==> src/rtl/demux32_route.sv <==
// ----------------------------------------------------------------------------
// demux32_route
//   Registered 1-to-2 demultiplexer for WIDTH-bit words with valid/ready
//   handshakes. One producer stream is steered to port 1 (select_i=0) or
//   port 2 (select_i=1). Each port owns a one-entry holding slot, so a stalled
//   consumer only blocks words addressed to it. Saturating per-port delivery
//   counters are provided for debug/perf.
//
//   Per-port slot state (carried by validN_q):
//     state | meaning
//     EMPTY | validN_o=0, dataN_o holds last delivered word (ignore it)
//     FULL  | validN_o=1, dataN_o held stable until drained
//
// Ports
//   clk_i     clock, rising edge
//   rst_i     synchronous reset, active-high
//   data_i    input word
//   select_i  destination (0 -> port 1, 1 -> port 2), sampled with valid_i
//   valid_i   input word valid
//   ready_o   block can accept input this cycle (combinational)
//   data1_o   port 1 word          data2_o   port 2 word
//   valid1_o  port 1 slot full     valid2_o  port 2 slot full
//   ready1_i  port 1 accepts       ready2_i  port 2 accepts
//   count1_o  words delivered on port 1 (saturating)
//   count2_o  words delivered on port 2 (saturating)
// ----------------------------------------------------------------------------
module demux32_route #(
    parameter int WIDTH = 32,
    parameter int CNT_W = 8
) (
    input  logic             clk_i,
    input  logic             rst_i,
    input  logic [WIDTH-1:0] data_i,
    input  logic             select_i,
    input  logic             valid_i,
    output logic             ready_o,
    output logic [WIDTH-1:0] data1_o,
    output logic             valid1_o,
    input  logic             ready1_i,
    output logic [WIDTH-1:0] data2_o,
    output logic             valid2_o,
    input  logic             ready2_i,
    output logic [CNT_W-1:0] count1_o,
    output logic [CNT_W-1:0] count2_o
);

    localparam logic [CNT_W-1:0] CNT_ONE = {{(CNT_W-1){1'b0}}, 1'b1};
    localparam logic [CNT_W-1:0] CNT_MAX = {CNT_W{1'b1}};

    logic [WIDTH-1:0] data1_q, data1_d;
    logic [WIDTH-1:0] data2_q, data2_d;
    logic             valid1_q, valid1_d;
    logic             valid2_q, valid2_d;
    logic [CNT_W-1:0] count1_q, count1_d;
    logic [CNT_W-1:0] count2_q, count2_d;

    logic accept;
    logic load1, load2;
    logic drain1, drain2;

    // A full slot can still take a word if it drains in the same cycle,
    // which is what gives 1 word/cycle throughput with no bubble.
    assign ready_o = select_i ? (~valid2_q | ready2_i) : (~valid1_q | ready1_i);

    assign accept = valid_i & ready_o;
    assign load1  = accept & ~select_i;
    assign load2  = accept &  select_i;
    assign drain1 = valid1_q & ready1_i;
    assign drain2 = valid2_q & ready2_i;

    always_comb begin
        valid1_d = load1 | (valid1_q & ~drain1);
        valid2_d = load2 | (valid2_q & ~drain2);
        data1_d  = load1 ? data_i : data1_q;
        data2_d  = load2 ? data_i : data2_q;

        count1_d = count1_q;
        if (drain1 && (count1_q != CNT_MAX)) begin
            count1_d = count1_q + CNT_ONE;
        end

        count2_d = count2_q;
        if (drain2 && (count2_q != CNT_MAX)) begin
            count2_d = count2_q + CNT_ONE;
        end
    end

    always_ff @(posedge clk_i) begin
        if (rst_i) begin
            data1_q  <= '0;
            data2_q  <= '0;
            valid1_q <= 1'b0;
            valid2_q <= 1'b0;
            count1_q <= '0;
            count2_q <= '0;
        end else begin
            data1_q  <= data1_d;
            data2_q  <= data2_d;
            valid1_q <= valid1_d;
            valid2_q <= valid2_d;
            count1_q <= count1_d;
            count2_q <= count2_d;
        end
    end

    assign data1_o  = data1_q;
    assign data2_o  = data2_q;
    assign valid1_o = valid1_q;
    assign valid2_o = valid2_q;
    assign count1_o = count1_q;
    assign count2_o = count2_q;

endmodule

==> config.mk <==
export PLATFORM = sky130hd
export DESIGN_NAME = demux32_route
export DESIGN_NICKNAME = d
export VERILOG_FILES = /design/src/rtl/demux32_route.sv
export SDC_FILE = /design/constraint.sdc
export NUM_CORES = 1
export LEC_CHECK = 0
export CORE_ASPECT_RATIO = 0.75
export CORE_MARGIN = 5
export CORE_UTILIZATION = 45
export DETAILED_ROUTE_END_ITERATION = 12
export PLACE_DENSITY = 0.8
export SYNTH_ARGS = -nofsm -noshare
export SYNTH_HDL_FRONTEND = slang
export SYNTH_SLANG_ARGS = --single-unit
==> constraint.sdc <==
create_clock -name clk_i -period 2.1 [get_ports clk_i]
set_input_delay 0.63 -clock clk_i [delete_from_list [all_inputs] [get_ports clk_i]]
set_output_delay 0.63 -clock clk_i [all_outputs]
set_load 0.01 [all_outputs]
==> summary.txt <==
Logic synthesis
  – Area share of the largest cell type after synthesis: 48.66%
  – Post-synth net total: 443
  – Commonest cells in the netlist: dfxtp_1, a21oi_1, nand3_1
  – Mapped Avg Cell Area: 8.370 um^2
  – Sequential fraction of the synthesis area: 48.66%
  – Synth Flop Type: dfxtp_1
  – Synth area leaders: dfxtp_1, a21oi_1, nand3_1, o21ai_0, buf_2
  – Synth async-reset ratio: 0%
  – Synth Register Bits: 82
  – Dominant cell type by area after synthesis: dfxtp_1
  – Netlist cell types: 33
  – Synth Warn #: 0
  – EDFF count, synth: 0
  – Cells after Synth: 403
  – Most frequent cell after synthesis: dfxtp_1
  – Synthesized cell area: 0.003373 mm^2

Pwr
  – Power Dens Cells: 678.8 mW/mm^2
  – Switching Power: 0.8031 mW
  – Sequential share of power: 49.0%
  – Combinational share of power: 13.9%
  – Peak supply drop: 454.6 uV
  – Clk network pwr share: 37.2%
  – Sw Share: 23.83%
  – Internal: 2.567 mW
  – LEAKAGE: 1.700 nW
  – Total power: 3.370 mW

Finish
  – Ant. Diodes: 0
  – Fin util: 67.72%
  – Area of the multi-input gates: 0.001538 mm^2
  – Layout cell share with drive strength beyond 1: 7.737%
  – Final net count: 552
  – FILL cells: 608
  – Area growth, synth to finish: 47.18%
  – Design Area, Final: 0.004965 mm^2
  – Storage cell area: 0.001643 mm^2

CTS
  – Clock transition at path regs: 80 ps
  – CTS tree: done
  – Latest clock arrival within the worst-skew pair: 340 ps
  – CTS sink cnt: 82
  – Root Buffer: clkbuf_8
  – Cts bufs inserted: 9
  – CTS Hold Bufs: 0
  – H-tree Lvls: 3
  – Clock Path Buffers: 2

Global route
  – GRT overflow: 0
  – First-pass GRT wire length: 16,660 um
  – Vias in the first global route: 3,454
  – Largest net degree at the start of global routing: 37
  – Total track usage: 21.98%
  – Initial antenna violation count: 0

Routing
  – DRT Pass-1 Iters: 5
  – Via count: 3,501
  – Drt initial violations: 216
  – Routed WL per cell: 16.60 um
  – DRC violations left: 0
  – WL final: 10,260 um
  – Post-route ant nets: 0
  – Via density: 5.665

Critical path
  – Reg2Reg Depth: 4
  – Critical path's top delay family: buffers and inverters
  – Levels on crit path: 1
  – Req. time, crit path: 1470 ps
  – Startpoint types: flop
  – Worst EP arrival: 1380 ps
  – Crit path from: count2_o[3]
  – Worst-path cell chain: clkdlybuf4s50_1
  – CP Max Fanout: 8
  – Worst setup EP type: output port
  – Reg2reg end: count1_o[0]
  – Buffers plus inverters on the worst setup path: 1
  – Critical path class: reg2out
  – Slowest CP cell: clkdlybuf4s50_1
  – CP endpoint: count2_o[3]
  – R2R Path Start: count1_o[0]
  – Biggest cell delay along the critical path: 590 ps
  – Reg2Reg Setup Slack: 510 ps

Timing
  – Fin Setup TNS: 0 ps
  – Final critical-path required period: 2008 ps
  – Fin. max-slew vios: 0
  – Unrepaired setup endpoints after global routing: no
  – Max Clock Skew: 6.643 ps
  – Final hold vios: 0
  – Final Cycle Share: 95.61%
  – Setup violations, final: 0
  – Top achievable clock speed: 498.0 MHz
  – Max-Slew Margin vs Limit: 74.91%
  – Worst Tran Pin Value: 376.4 ps

Placed design
  – GP Congestion: 0.8396
  – Placed Area: 0.004733 mm^2
  – Port buffer count: 120
  – Dpl hpwl: 6944 um

Run
  – Max-Cap Viols: 0

Die
  – Core area: 0.007331 mm^2
  – Die Width: 110.0 um
  – Die footprint: 0.009346 mm^2
  – Starting density of the core: 46.01%
  – Die height: 84.98 um
  – Io pins: 121
  – Standard-cell rows: 27

Run status
  – Status: finished, final reports clean

Hold path
  – Hold Crit Depth: 2
  – Worst hold path class: reg2reg
[power by group through the flow]
stage          registers [mW]  clock network (mW)  logic, mW
2_1_floorplan            1.71                   0      0.157
3_3_place_gp             1.68                   0      0.460
3_5_place_dp             1.68                   0      0.467
4_1_cts                  1.65                1.27      0.469
5_1_grt                  1.66                1.35      0.506
6_report                 1.65                1.25      0.468
[routing by layer]
layer,GRT usage (%),routed length (um)
met3,6.312,987
met4,5.210,65
met5,0,0
met1,29.29,4451
met2,35.13,4756
[kinds of logic (layout without fill, tap and decap cells)]
family,Yosys count,after routing,synth area share (%)
AOI/OAI and AO/OA,155,155,24.33
and+or+nand+nor,117,117,18.95
DFF,82,82,48.66
buffers and inverters,43,157,6.046
muxes,4,4,1.261
adders and majority gates,2,2,0.7417
[what timing repair did]
| item | in CTS | in global routing |
|---|---|---|
| endpoints found under the setup margin | 1 | 2 |
| gates resized for setup | 7 | 2 |
| pin swaps | 1 | 0 |
| setup buffers | 1 | 0 |
[cell usage in the layout, fill, tap and decap left out, types with 2 or more instances in the layout]
cell type	netlist	routed
and4_1	5	5
o21ai_0	59	59
clkinvlp_4	0	2
o21ai_1	6	6
inv_1	3	3
nand3_1	67	67
and4b_1	2	2
and3_1	4	4
clkdlybuf4s50_1	0	115
nand2b_1	8	7
mux2i_1	2	2
nand2_1	7	7
clkbuf_1	16	2
a211oi_1	9	9
ha_1	2	2
nand4_1	3	3
clkbuf_8	0	10
buf_4	0	10
nor2b_1	3	2
a21oi_1	74	74
mux2_2	2	2
and2b_1	2	2
dlygate4sd2_1	0	2
nor2_1	4	4
a41oi_1	3	3
nor3_1	6	6
bufinv_16	0	2
buf_12	0	8
dfxtp_1	82	81
nor4_1	3	3
buf_2	17	2
[worst min-delay path by stage]
stage | from | end | slack (ps)
finish | data1_o[31] | data1_o[31] | 480
global route | data1_o[7] | data1_o[7] | 500
CTS | data1_o[31] | data1_o[31] | 480
detailed placement | data1_o[31] | data1_o[31] | 470
global placement | data1_o[22] | data1_o[22] | 460
floorplan | data1_o[0] | data1_o[0] | 500
[worst min-delay path, stage by stage (launching register included)]
cell and delay (ps):
dfxtp_1 310, o21ai_0 60, a21oi_1 60
[per-stage QoR]
stage          hold slack [ps]  setup WS [ps]  cells
2_1_floorplan            498.4          194.0    403
3_3_place_gp             461.3         -511.8    601
3_5_place_dp             466.7         -511.9    601
4_1_cts                  477.3          23.05    618
5_1_grt                  502.5          15.27    618
6_report                 475.7          92.12    618
[layout make-up]
| class | count | area share [%] |
|---|---|---|
| Multi-Input combinational cell | 278 | 30.97 |
| Inverter | 3 | 0.2268 |
| Clock inverter | 4 | 1.512 |
| Clock buffer | 12 | 2.923 |
| Timing Repair Buffer | 138 | 28.73 |
| Tap cell | 101 | 2.545 |
| Sequential cell | 82 | 33.09 |
[state kept, by name (all words and copies together), names as in the netlist]
| signal | count |
|---|---|
| data1_o | 32 |
| valid1_o | 1 |
| count2_o | 8 |
| data2_o | 32 |
| count1_o | 8 |
| valid2_o | 1 |
Note: power is estimated with default switching activity, not from simulation.
